<file path="src/rtl/op_stream_pkg.sv">
// Shared opcodes, control-byte masks and types for the op stream decoder.
package op_stream_pkg;

  localparam int unsigned BYTE_W   = 8;
  localparam int unsigned OP_W     = 24;
  localparam int unsigned SAMPLE_W = 16;

  localparam logic [BYTE_W-1:0] OP_C5 = 8'hC5;
  localparam logic [BYTE_W-1:0] OP_EF = 8'hEF;
  localparam logic [BYTE_W-1:0] OP_00 = 8'h00;
  localparam logic [BYTE_W-1:0] OP_C4 = 8'hC4;
  localparam logic [BYTE_W-1:0] OP_C7 = 8'hC7;
  localparam logic [BYTE_W-1:0] OP_0B = 8'h0B;
  localparam logic [BYTE_W-1:0] OP_03 = 8'h03;
  localparam logic [BYTE_W-1:0] OP_FF = 8'hFF;

  // Bits 5:4 of a control byte carry the playback mode and are don't-care for matching.
  localparam logic [BYTE_W-1:0] CTRL_MASK  = 8'hCF;
  localparam logic [BYTE_W-1:0] CTRL_START = 8'h0F;
  localparam logic [BYTE_W-1:0] CTRL_END   = 8'h07;

  typedef enum logic {
    IDLE = 1'b0,
    PLAY = 1'b1
  } audio_state_t;

  typedef struct packed {
    logic [BYTE_W-1:0] ctrl;
    logic [BYTE_W-1:0] data1;
    logic [BYTE_W-1:0] data2;
  } op_t;

  function automatic logic ctrl_match(input logic [BYTE_W-1:0] b,
                                      input logic [BYTE_W-1:0] pat);
    return (b & CTRL_MASK) == pat;
  endfunction

endpackage

</file>
<file path="src/rtl/op_byte_assembler.sv">
// Collects three serial bytes into one op; drops a stalled partial op after a timeout.
module op_byte_assembler
  import op_stream_pkg::*;
#(
  parameter int unsigned TIMEOUT_CYCLES = 255
) (
  input  logic              clk,
  input  logic              rst,
  input  logic [BYTE_W-1:0] in_byte,
  input  logic              in_valid,
  input  logic              in_ready,
  output op_t               op_c,
  output logic              op_valid_c,
  output logic              timeout_c
);

  localparam int unsigned TMO_W = $clog2(TIMEOUT_CYCLES + 1);
  localparam logic [TMO_W-1:0] TMO_LAST = TMO_W'(TIMEOUT_CYCLES - 1);

  logic [1:0]        idx_q;
  logic [BYTE_W-1:0] byte0_q;
  logic [BYTE_W-1:0] byte1_q;
  logic [TMO_W-1:0]  tmo_q;
  logic              accept;

  assign accept     = in_valid && in_ready;
  assign op_valid_c = accept && (idx_q == 2'd2);
  assign timeout_c  = !accept && (idx_q != 2'd0) && (tmo_q == TMO_LAST);
  // The last byte is taken straight from the input so decode lands on the next edge.
  assign op_c       = {byte0_q, byte1_q, in_byte};

  always_ff @(posedge clk) begin
    if (rst) begin
      idx_q   <= 2'd0;
      byte0_q <= '0;
      byte1_q <= '0;
      tmo_q   <= '0;
    end else if (accept) begin
      tmo_q <= '0;
      case (idx_q)
        2'd0: begin
          byte0_q <= in_byte;
          idx_q   <= 2'd1;
        end
        2'd1: begin
          byte1_q <= in_byte;
          idx_q   <= 2'd2;
        end
        default: idx_q <= 2'd0;
      endcase
    end else if (idx_q != 2'd0) begin
      if (timeout_c) begin
        idx_q <= 2'd0;
        tmo_q <= '0;
      end else begin
        tmo_q <= tmo_q + TMO_W'(1);
      end
    end else begin
      tmo_q <= '0;
    end
  end

endmodule

</file>
<file path="src/rtl/op_stream_decoder.sv">
// Decodes 3-byte ops into control pulses, audio playback state and sample output.
// Optional microphone control is built when OPDEC_MIC_EN is defined.
module op_stream_decoder
  import op_stream_pkg::*;
#(
  parameter int unsigned TIMEOUT_CYCLES = 255,
  parameter int unsigned CNT_W          = 16,
  parameter int unsigned ATTN_W         = 8
) (
  input  logic                clk,
  input  logic                rst,
  input  logic [BYTE_W-1:0]   in_byte,
  input  logic                in_valid,
  output logic                in_ready,
  output logic                power_on_packet_R1,
  output logic                keyboard_led_update,
  output logic                all_1_packet,
  output logic                mic_start,
  output logic                mic_stop,
  output logic                protocol_error,
  output logic                sample_strobe,
  output logic [SAMPLE_W-1:0] sample_data,
  output logic                audio_active,
  output logic                audio_22khz,
  output logic                audio_zero_fill,
  output logic [ATTN_W-1:0]   attenuation,
  output logic [CNT_W-1:0]    sample_count,
  output logic                mic_active
);

  op_t  op_c;
  logic op_valid_c;
  logic timeout_c;

  op_byte_assembler #(
    .TIMEOUT_CYCLES(TIMEOUT_CYCLES)
  ) u_asm (
    .clk       (clk),
    .rst       (rst),
    .in_byte   (in_byte),
    .in_valid  (in_valid),
    .in_ready  (in_ready),
    .op_c      (op_c),
    .op_valid_c(op_valid_c),
    .timeout_c (timeout_c)
  );

  audio_state_t        state_q, state_d;
  logic                in_ready_q, in_ready_d;
  logic                pon_q, pon_d;
  logic                kbd_q, kbd_d;
  logic                all1_q, all1_d;
  logic                perr_q, perr_d;
  logic                strb_q, strb_d;
  logic [SAMPLE_W-1:0] data_q, data_d;
  logic                hz22_q, hz22_d;
  logic                zf_q, zf_d;
  logic [ATTN_W-1:0]   atten_q, atten_d;
  logic [CNT_W-1:0]    cnt_q, cnt_d;
`ifdef OPDEC_MIC_EN
  logic                mst_q, mst_d;
  logic                msp_q, msp_d;
  logic                mic_q, mic_d;
`endif

  // Next-state and registered-output logic for one decoded op per clock.
  always_comb begin
    state_d    = state_q;
    in_ready_d = !all1_q;
    pon_d      = 1'b0;
    kbd_d      = 1'b0;
    all1_d     = 1'b0;
    perr_d     = timeout_c;
    strb_d     = 1'b0;
    data_d     = data_q;
    hz22_d     = hz22_q;
    zf_d       = zf_q;
    atten_d    = atten_q;
    cnt_d      = cnt_q;
`ifdef OPDEC_MIC_EN
    mst_d      = 1'b0;
    msp_d      = 1'b0;
    mic_d      = mic_q;
`endif
    if (op_valid_c) begin
      if (op_c.ctrl == OP_C5) begin
        if (op_c.data1 == OP_EF)      pon_d = 1'b1;
        else if (op_c.data1 == OP_00) kbd_d = 1'b1;
      end else if (op_c.ctrl == OP_C4) begin
        if (op_c.data2 == OP_00) atten_d = op_c.data1[ATTN_W-1:0];
      end else if (op_c.ctrl == OP_C7) begin
        if (state_q == PLAY) begin
          strb_d = 1'b1;
          data_d = {op_c.data1, op_c.data2};
          if (cnt_q != {CNT_W{1'b1}}) cnt_d = cnt_q + CNT_W'(1);
        end else begin
          perr_d = 1'b1;
        end
      end else if (op_c.ctrl == OP_FF) begin
        // Soft reset: everything but attenuation returns to idle defaults.
        all1_d  = 1'b1;
        state_d = IDLE;
        hz22_d  = 1'b0;
        zf_d    = 1'b0;
        cnt_d   = '0;
`ifdef OPDEC_MIC_EN
        mic_d   = 1'b0;
`endif
      end else if (ctrl_match(op_c.ctrl, CTRL_START)) begin
        hz22_d  = op_c.ctrl[4];
        zf_d    = op_c.ctrl[5];
        state_d = PLAY;
        if (state_q == IDLE) cnt_d = '0;
      end else if (ctrl_match(op_c.ctrl, CTRL_END)) begin
        state_d = IDLE;
`ifdef OPDEC_MIC_EN
      end else if (op_c.ctrl == OP_0B) begin
        mst_d = 1'b1;
        mic_d = 1'b1;
      end else if (op_c.ctrl == OP_03) begin
        msp_d = 1'b1;
        mic_d = 1'b0;
`endif
      end
    end
  end

  always_ff @(posedge clk) begin
    if (rst) begin
      state_q    <= IDLE;
      in_ready_q <= 1'b0;
      pon_q      <= 1'b0;
      kbd_q      <= 1'b0;
      all1_q     <= 1'b0;
      perr_q     <= 1'b0;
      strb_q     <= 1'b0;
      data_q     <= '0;
      hz22_q     <= 1'b0;
      zf_q       <= 1'b0;
      atten_q    <= '1;
      cnt_q      <= '0;
    end else begin
      state_q    <= state_d;
      in_ready_q <= in_ready_d;
      pon_q      <= pon_d;
      kbd_q      <= kbd_d;
      all1_q     <= all1_d;
      perr_q     <= perr_d;
      strb_q     <= strb_d;
      data_q     <= data_d;
      hz22_q     <= hz22_d;
      zf_q       <= zf_d;
      atten_q    <= atten_d;
      cnt_q      <= cnt_d;
    end
  end

`ifdef OPDEC_MIC_EN
  always_ff @(posedge clk) begin
    if (rst) begin
      mst_q <= 1'b0;
      msp_q <= 1'b0;
      mic_q <= 1'b0;
    end else begin
      mst_q <= mst_d;
      msp_q <= msp_d;
      mic_q <= mic_d;
    end
  end

  assign mic_start  = mst_q;
  assign mic_stop   = msp_q;
  assign mic_active = mic_q;
`else
  assign mic_start  = 1'b0;
  assign mic_stop   = 1'b0;
  assign mic_active = 1'b0;
`endif

  assign in_ready            = in_ready_q;
  assign power_on_packet_R1  = pon_q;
  assign keyboard_led_update = kbd_q;
  assign all_1_packet        = all1_q;
  assign protocol_error      = perr_q;
  assign sample_strobe       = strb_q;
  assign sample_data         = data_q;
  assign audio_active        = (state_q == PLAY);
  assign audio_22khz         = hz22_q;
  assign audio_zero_fill     = zf_q;
  assign attenuation         = atten_q;
  assign sample_count        = cnt_q;

endmodule

</file>
<file path="config.mk">
export PLATFORM = sky130hd
export DESIGN_NAME = op_stream_decoder
export DESIGN_NICKNAME = d
export VERILOG_FILES = /design/src/rtl/op_stream_pkg.sv /design/src/rtl/op_byte_assembler.sv /design/src/rtl/op_stream_decoder.sv
export SDC_FILE = /design/constraint.sdc
export NUM_CORES = 1
export LEC_CHECK = 0
export BUFFER_PORTS_ARGS = -buffer_cell sky130_fd_sc_hd__buf_2
export CAP_MARGIN = 20
export CELL_PAD_IN_SITES_DETAIL_PLACEMENT = 0
export CELL_PAD_IN_SITES_GLOBAL_PLACEMENT = 1
export CORE_UTILIZATION = 35
export CTS_CLUSTER_DIAMETER = 50
export DETAILED_ROUTE_END_ITERATION = 7
export PLACE_DENSITY_LB_ADDON = 0.1
export SLEW_MARGIN = 5
export SYNTH_ARGS = -nofsm -noshare
export SYNTH_HDL_FRONTEND = slang
export SYNTH_SLANG_ARGS = --single-unit
</file>
<file path="constraint.sdc">
create_clock -name clk -period 2.6 [get_ports clk]
set_input_delay 0.26 -clock clk [delete_from_list [all_inputs] [get_ports clk]]
set_output_delay 0.26 -clock clk [all_outputs]
set_load 0.1 [all_outputs]
</file>
==> Yosys cells after proc, flatten, opt, wreduce, memory -nomap -nowiden <==
Index checks and enable logic that the tools add are counted.
{ "word_totals": {"reg_bits": 75, "out_inout_bits": 52} }
{ "classes": {"addsub": 2, "eq_ne": 14, "mux": 26, "bitwise_logic": 5, "n_reduce_logical": 28} }
{ "ops": {"columns": ["operator", "n"], "rows": [
  ["16-bit 2-to-1 mux", 6],
  ["8-bit equality test, second input constant", 6],
  ["16-bit by 1-bit adder with 16-bit output, second input constant", 1],
  ["8-bit logical NOT", 2],
  ["1-bit 2-to-1 mux", 16],
  ["16-bit != test, second input constant", 1],
  ["5-bit AND reduction", 3],
  ["5-bit OR reduction", 2],
  ["8-bit by 1-bit adder with 8-bit output, second input constant", 1],
  ["2-bit nonzero test", 4],
  ["4-bit OR reduction", 2],
  ["7-bit AND reduction", 1],
  ["6-bit by 3-bit equality test with 1-bit output, second input constant", 1],
  ["6-bit by 4-bit equality test with 1-bit output, second input constant", 1],
  ["2-bit 2-to-1 mux", 3],
  ["2-bit AND reduction", 3],
  ["3-bit nonzero test", 2],
  ["1-bit NOT", 5],
  ["1-bit logical AND", 4],
  ["2-bit case mux with 2 select lines", 1],
  ["4-bit AND reduction", 1],
  ["3-bit by 1-bit != test with 1-bit output, second input constant", 1],
  ["3-bit OR reduction", 1],
  ["2-bit by 1-bit equality test with 1-bit output, second input constant", 1],
  ["other kinds (5)", 6]
]} }

==> Longest topological paths before layout <==
Gate-level depths: netlist of run 1.
{ "depth": {"ltp_word": 9, "mapped_depth": 8, "depth_no_buf": 7} }

==> Modules after synthesis <==
A second synthesis of run 1 with hierarchy kept.
{ "unflattened": {"cells_unflattened": 393, "hier_area_um2": 3293.2} }
{ "by_module_without_submodules": {"columns": ["mod", "instances", "cells_per_inst", "area_each_um2"], "rows": [
  ["op_stream_decoder", 1, 261, 2214.6],
  ["op_byte_assembler", 1, 132, 1078.5]
]} }

==> Least setup slack after synthesis of run 1 <==
No wires, ideal clock.
{ "synth_path": {"kind": "register -> register", "start": "reg in_ready_q (netlist: in_ready)", "end": "reg atten_q[6] (netlist: attenuation[6])", "arrival_ns": 2.499, "setup_slack_ns": -0.018, "stages_incl_launch_ff": 6, "path_buffers": 1, "period_less_slack_ns": 2.618, "cell_sequence": "dfxtp_1 nand4b_1 nor4_2 clkbuf_1 nor2b_1 a211o_1"} }
{ "synth_via": {"elab_chain_len": 3} }
{ "synth_lines": {"columns": ["item", "line", "rtl"], "rows": [
  ["from (decl)", "op_stream_decoder.sv:49", "logic in_ready_q, in_ready_d;"],
  ["from (signal assigned)", "op_stream_decoder.sv:144", "in_ready_q <= in_ready_d;"],
  ["1-bit logical AND", "op_byte_assembler.sv:26", "assign accept = in_valid && in_ready;"],
  ["1-bit logical AND", "op_byte_assembler.sv:27", "assign op_valid_c = accept && (idx_q == 2'd2);"],
  ["4-bit AND reduction (no line)", null, null],
  ["to (signal assigned)", "op_stream_decoder.sv:153", "atten_q <= atten_d;"],
  ["to (decl)", "op_stream_decoder.sv:58", "logic [ATTN_W-1:0] atten_q, atten_d;"]
]} }
No other way between the ends.
A chain may end at the register's enable or synchronous reset.

==> Final worst setup path of run 1 <==
{ "layout_path": {"start": "reg u_asm.byte0_q[4]", "end": "reg cnt_q[15] (netlist: sample_count[15])"} }
{ "layout_via": {"elab_chain_len": 3} }
{ "layout_lines": {"columns": ["item", "line", "rtl"], "rows": [
  ["from (decl)", "op_byte_assembler.sv:21", "logic [BYTE_W-1:0] byte0_q;"],
  ["from (signal assigned)", "op_byte_assembler.sv:42", "byte0_q <= in_byte;"],
  ["8-bit equality test (on tied branches)", null, null],
  ["3-bit by 1-bit != test with 1-bit output (no line), or another cell as far along", null, null],
  ["7-bit AND reduction (no line) or 16-bit 2-to-1 mux (tied branches)", null, null],
  ["to (signal assigned)", "op_stream_decoder.sv:154", "cnt_q <= cnt_d;"],
  ["to (decl)", "op_stream_decoder.sv:59", "logic [CNT_W-1:0] cnt_q, cnt_d;"]
]} }
Parallel ways exist; a longest one is shown, timed or not.

==> flow_summary.json, run 1 <==
{
  "slew_headroom": 0.425,
  "hp-class": "input pin to register",
  "clk_path_buf_depth": 2,
  "tritoncts": "yes",
  "maxCapViolCount": 0,
  "antenna_cells": 0,
  "path_cells": "or2_1, nor4_1, a31o_2, nand4b_1, or3_1, a21oi_1",
  "netlist_area_um2": 3100,
  "fin_cells": 546,
  "via_per_inst": 5.01,
  "setup_viol": 0,
  "r2r-end": "sample_count[15]",
  "fin_util": 0.443,
  "min-delay-start": "in_byte[0]",
  "rows": 33,
  "max_stage_delay_ps": 390,
  "finalWorstSetupSlack_ps": 358,
  "cp_top_family": "simple AND/OR/NAND/NOR gates",
  "coreArea_um2": 8380,
  "fin_crit_sh": 0.862,
  "vias": 2734,
  "cts-buffers-inserted": 9,
  "worst-path-stages": 6,
  "critPathBufInv": 0,
  "ys_seq_elements": 75,
  "synth-main-ff-cell": "dfxtp_1",
  "grt_overflow": 0,
  "min_period_ps": 2240,
  "holdPathStages": 3,
  "crit_path_start_kind": "register",
  "die_h_um": 96.1,
  "hpwl_um": 5210,
  "syn2layout_area_growth_pct": 19.7,
  "yosysMostFrequentCell": "nand2_1",
  "clock_skew_ps": 15.1,
  "reg2reg_depth": 6,
  "remaining_drc_errors": 0,
  "clock-sinks": 75,
  "grt_pass1_wl_um": 12200,
  "io_buffers": 59,
  "synth_edf_count": 0,
  "end_kind": "register",
  "grt_pass1_vias": 2478,
  "start_util": 0.370,
  "netlist.area_leader.share": 0.484,
  "yosysWarnings": 0,
  "cts_resized": 0,
  "cp_data_arrival_time_ps": 2520,
  "synth.distinct_cells": 40,
  "dr.pass1.iters": 4,
  "ioPinCount": 63,
  "syn_avg_cell_area_um2": 8.29,
  "first_iter_violations": 154,
  "tightest_slew_ps": 857,
  "fin_nets": 451,
  "yosysTopAreaCell": "dfxtp_1",
  "hold_viol": 0,
  "cp.required_ps": 2880,
  "async_flop_share": 0,
  "gp_congestion": 0.788,
  "wl_per_cell_um": 13.5,
  "cts_setup_buffers": 0,
  "final_layout_size_suffix_gt1_frac": 0.204,
  "vdd_drop_max_uv": 351,
  "grtUsageTotal": 0.174,
  "synth_common_cells": "nand2_1, dfxtp_1, a21oi_1, nor2_1, nand3_1",
  "die_x_um": 96.1,
  "htreeDepth": 3,
  "grt_max_degree": 27,
  "slowest_stage": "or3_1",
  "leakage_nw": 1.45,
  "tns_ps": 0,
  "slew_viol_final": 0,
  "root_buffer": "clkbuf_8",
  "yosysSeqAreaShare": 0.484,
  "crit_fanout": 11,
  "dieArea_um2": 9240,
  "holdBufCountCts": 0,
  "criticalPathCategory": "register to register",
  "reg2reg_from": "u_asm.byte0_q[4]",
  "clk_pin_slew_ps": 80,
  "insertion_delay_ps": 340,
  "ant_nets": 0,
  "fmax_ghz": 0.446,
  "ys_top_cells_by_area": "dfxtp_1, nand2_1, a21oi_1, nor2_1, xor2_1",
  "synthCells": 374,
  "power_density_nw_per_um2": 589,
  "place_ws_ps": 406,
  "antenna_found_initial": 0,
  "holdPathEnd": "u_asm.byte0_q[0]",
  "rsz0062_at_grt": "no",
  "placedCellCount": 531,
  "status": "complete, no violations",
  "ff2ff_setup_slack_ps": 360,
  "wirelength_um": 7400
}
==> sequential cells by signal, indices dropped and copies added (netlist names) <==
register             count
in_ready                 1
attenuation              8
audio_zero_fill          1
audio_22khz              1
u_asm.byte1_q            8
sample_strobe            1
sample_count            16
sample_data             16
keyboard_led_update      1
protocol_error           1
u_asm.idx_q              2
u_asm.byte0_q            8
audio_active             1
power_on_packet_R1       1
u_asm.tmo_q              8
all_1_packet             1
==> per-stage QoR <==
stage | hold WS [ps] | power [W] | cell area (um^2)
6_report | 192 | 0.00219 | 3710
5_1_grt | 188 | 0.00229 | 3710
4_1_cts | 175 | 0.00222 | 3710
3_5_place_dp | 404 | 0.00131 | 3510
3_3_place_gp | 419 | 0.00131 | 3510
2_1_floorplan | 396 | 0.00127 | 3110
==> placed cells by master (no fill, tap or decap), types with 2 or more instances in the layout <==
cell / instances
clkbuf_8: 11
nor2b_1: 8
nor4_1: 4
o21ai_0: 4
inv_1: 2
and3_1: 9
and2_1: 3
buf_2: 59
nor2_1: 36
xor2_1: 15
a211o_1: 9
nand3_1: 19
nor3_1: 7
or2_2: 2
clkinv_2: 2
ha_1: 3
or3_1: 5
a21oi_1: 44
buf_4: 7
nand2_1: 78
dfxtp_1: 74
nand4_1: 9
nand4b_1: 6
and4_1: 4
conb_1: 3
==> per-layer routing <==
metal / GRT usage / wire length, um / share of wire / vias up
met5: 0 / 0 / 0 / -
met4: 0.0522 / 46 / 0.0062 / 0
met3: 0.0521 / 336 / 0.045 / 5
met2: 0.252 / 3280 / 0.44 / 54
met1: 0.245 / 3740 / 0.51 / 1261
li1: - / - / - / 1414
==> worst register-to-register path, cell delays in order (launching register included) <==
cell      delay, ps
dfxtp_1         370
or2_1           260
nor4_1          370
a31o_2          380
nand4b_1        280
or3_1           390
a21oi_1         140
==> layout make-up <==
class / count / area (um^2)
clock buffer: 11 / 151
sequential: 75 / 1500
tap: 105 / 131
fill: 891 / 4670
timing repair buffer: 66 / 348
inverter: 2 / 7.51
multi-input combinational: 283 / 1520
clock inverter: 4 / 48.8
==> logic make-up (layout without fill, tap and decap cells) <==
group,after synthesis,in the layout,share of synthesized area
AO/OA/AOI/OAI,64,64,0.122
XOR/XNOR,16,16,0.0452
adder cells (fa/ha/maj),3,3,0.0121
buffers and inverters,18,83,0.0270
flip-flops,75,75,0.484
other,1,3,0.00121
AND/OR/NAND/NOR,197,197,0.309
==> power by group <==
group          switching [W]  internal, W  leakage (nW)  total (W)
sequential         0.0000165      0.00116         0.606    0.00118
combinational      0.0000765    0.0000268         0.739   0.000103
clock               0.000419     0.000491         0.106   0.000910
total               0.000512      0.00168          1.45    0.00219
==> worst max path at each step <==
stage,endpoint,startpoint
3_5_place_dp,sample_count[15],u_asm.byte0_q[4]
5_1_grt,sample_count[15],u_asm.byte0_q[4]
2_1_floorplan,sample_count[10],sample_count[0]
6_report,sample_count[15],u_asm.byte0_q[4]
3_3_place_gp,sample_count[11],u_asm.byte0_q[4]
4_1_cts,sample_count[11],u_asm.byte0_q[4]
No activity file was read; power rests on OpenSTA's default activity.
==> inputs of run 2 (changes only) <==
ABC_AREA = 1   (was unset)
CTS_BUF_LIST = sky130_fd_sc_hd__clkbuf_2 sky130_fd_sc_hd__clkbuf_4 sky130_fd_sc_hd__clkbuf_8   (was unset)
==> run 2 against run 1 <==
  * Synthesized area increased by 12%
  * Clock skew decreased by 4.3 ps
  * Non-clock buffer count decreased by 2
  * Sequential share of layout area decreased by 3.5 points
  * Sequential cell count unchanged
  * Highest routed layer unchanged
==> flow_summary.json, run 2 <==
{
  "ant_nets": 0,
  "status": "complete, no violations",
  "start_util": 0.367,
  "cp.required_ps": 2830,
  "clk_path_buf_depth": 2,
  "r2r-end": "sample_count[8]",
  "syn_avg_cell_area_um2": 7.03,
  "crit_path_start_kind": "register",
  "crit_fanout": 18,
  "clock_skew_ps": 10.8,
  "vdd_drop_max_uv": 299,
  "tns_ps": 0,
  "tritoncts": "yes",
  "wirelength_um": 8560,
  "rsz0062_at_grt": "no",
  "cts_setup_buffers": 0,
  "final_cell_mix": "nand2_1, dfxtp_1, nor2_1, buf_2, inv_1",
  "reg2reg_from": "u_asm.byte0_q[2]",
  "design_area_um2": 4060,
  "fin_crit_sh": 0.756,
  "grt_overflow": 0,
  "power_density_nw_per_um2": 566,
  "insertion_delay_ps": 350,
  "root_buffer": "clkbuf_8",
  "synth_edf_count": 0,
  "io_buffers": 59,
  "final_layout_size_suffix_gt1_frac": 0.170,
  "timing.hold.ws_ps": 160,
  "gp_congestion": 0.851,
  "synth-main-ff-cell": "dfxtp_1",
  "yosysMostFrequentCell": "nand2_1",
  "yosysWarnings": 0,
  "fin_util": 0.432,
  "grt_pass1_vias": 2886,
  "grt_pass1_wl_um": 13900,
  "criticalPathCategory": "register to register",
  "cp_data_arrival_time_ps": 2190,
  "holdPathStages": 2,
  "netlist.area_leader.share": 0.434,
  "path_cells": "nand2_1, nor2_1, nand2_2, nand3_1, nand2_2, nor2_4, nand2_4, nand2_1, a21oi_1",
  "yosysSeqAreaShare": 0.434,
  "grt_max_degree": 34,
  "finalWorstSetupSlack_ps": 635,
  "slowest_stage": "dfxtp_1",
  "die_h_um": 101,
  "slew_headroom": 0.633,
  "maxCapViolCount": 0,
  "synth_common_cells": "nand2_1, dfxtp_1, nor2_1, inv_1, a21oi_1",
  "cts_resized": 0,
  "antenna_found_initial": 0,
  "yosysTopAreaCell": "dfxtp_1",
  "holdPathEnd": "sample_count[3]",
  "synth.distinct_cells": 31,
  "async_flop_share": 0,
  "max_stage_delay_ps": 430,
  "syn2layout_area_growth_pct": 17.5,
  "holdBufCountCts": 0,
  "first_iter_violations": 87,
  "ys_top_cells_by_area": "dfxtp_1, nand2_1, nor2_1, a21oi_1, nand3_1",
  "antenna_cells": 0,
  "dr.pass1.iters": 5,
  "netlist_area_um2": 3460,
  "place_ws_ps": 617,
  "dpl_cell_area_um2": 3840,
  "cts-buffers-inserted": 9,
  "hold_viol": 0,
  "ioPinCount": 63,
  "clk_pin_slew_ps": 80,
  "coreArea_um2": 9420,
  "tightest_slew_ps": 546,
  "mostFrequentLayoutCell": "nand2_1",
  "fmax_ghz": 0.509,
  "grtUsageTotal": 0.176,
  "die_x_um": 101,
  "rows": 35,
  "htreeDepth": 3,
  "setup_viol": 0,
  "hp-class": "input pin to register",
  "end_kind": "register",
  "leakage_nw": 1.70,
  "fin_nets": 563,
  "slew_viol_final": 0,
  "clock-sinks": 75,
  "dieArea_um2": 10300,
  "hpwl_um": 6220,
  "min-delay-start": "rst",
  "via_per_inst": 4.66,
  "synthCells": 492,
  "vias": 3180,
  "ys_seq_elements": 75,
  "remaining_drc_errors": 0,
  "wl_per_cell_um": 12.5,
  "ff2ff_setup_slack_ps": 640,
  "min_period_ps": 1960,
  "reg2reg_depth": 9
}
==> run 2: report_power, final <==
group	switching (W)	internal [W]
registers	0.0000151	0.00116
logic	0.0000882	0.0000280
clock network	0.000439	0.000566
==> run 2: cell type report <==
type	instances	area, um^2
tap	129	161
timing repair buffer	64	333
clock buffer	10	138
inverter	57	214
multi-input combinational	342	1630
clock inverter	6	88.8
fill	1021	5350
sequential	75	1500
==> run 2: worst max-delay path by stage <==
stage                          start                to
detailed placement  u_asm.byte0_q[7]  sample_count[15]
global route         sample_count[0]   sample_count[8]
global placement    u_asm.byte0_q[7]   sample_count[8]
finish              u_asm.byte0_q[2]   sample_count[8]
floorplan            sample_count[0]   sample_count[8]
CTS                 u_asm.byte0_q[7]   sample_count[8]
==> run 2: worst max-delay path: cells and delay by family (launching register included) <==
| kind | cells | cell delay (ps) |
|---|---|---|
| and+or+nand+nor | 8 | 1350 |
| DFF | 1 | 430 |
| AOI/OAI and AO/OA | 1 | 70 |
==> run 2: cells by family (layout without fill, tap and decap cells) <==
group                    Yosys count  in the layout  share of synthesized area
AO/OA/AOI/OAI                     86             86                      0.128
XOR/XNOR                          10             10                     0.0253
adder cells (fa/ha/maj)            3              3                     0.0109
buffers and inverters             77            137                     0.0977
flip-flops                        75             75                      0.434
other                              1              3                    0.00108
AND/OR/NAND/NOR                  240            240                      0.303
==> run 2: through the flow <==
stage          cells  power [W]
3_3_place_gp     667    0.00132
3_5_place_dp     667    0.00132
4_1_cts          683    0.00233
5_1_grt          683    0.00239
6_report         683    0.00230
2_1_floorplan    494    0.00129
==> run 2: metal layers <==
metal,up-vias,part of all wire,track usage,wire length [um]
li1,1695,-,-,-
met1,1436,0.51,0.239,4340
met2,42,0.45,0.278,3880
met3,7,0.034,0.0380,289
met4,0,0.0064,0.0569,55
met5,-,0,0,0
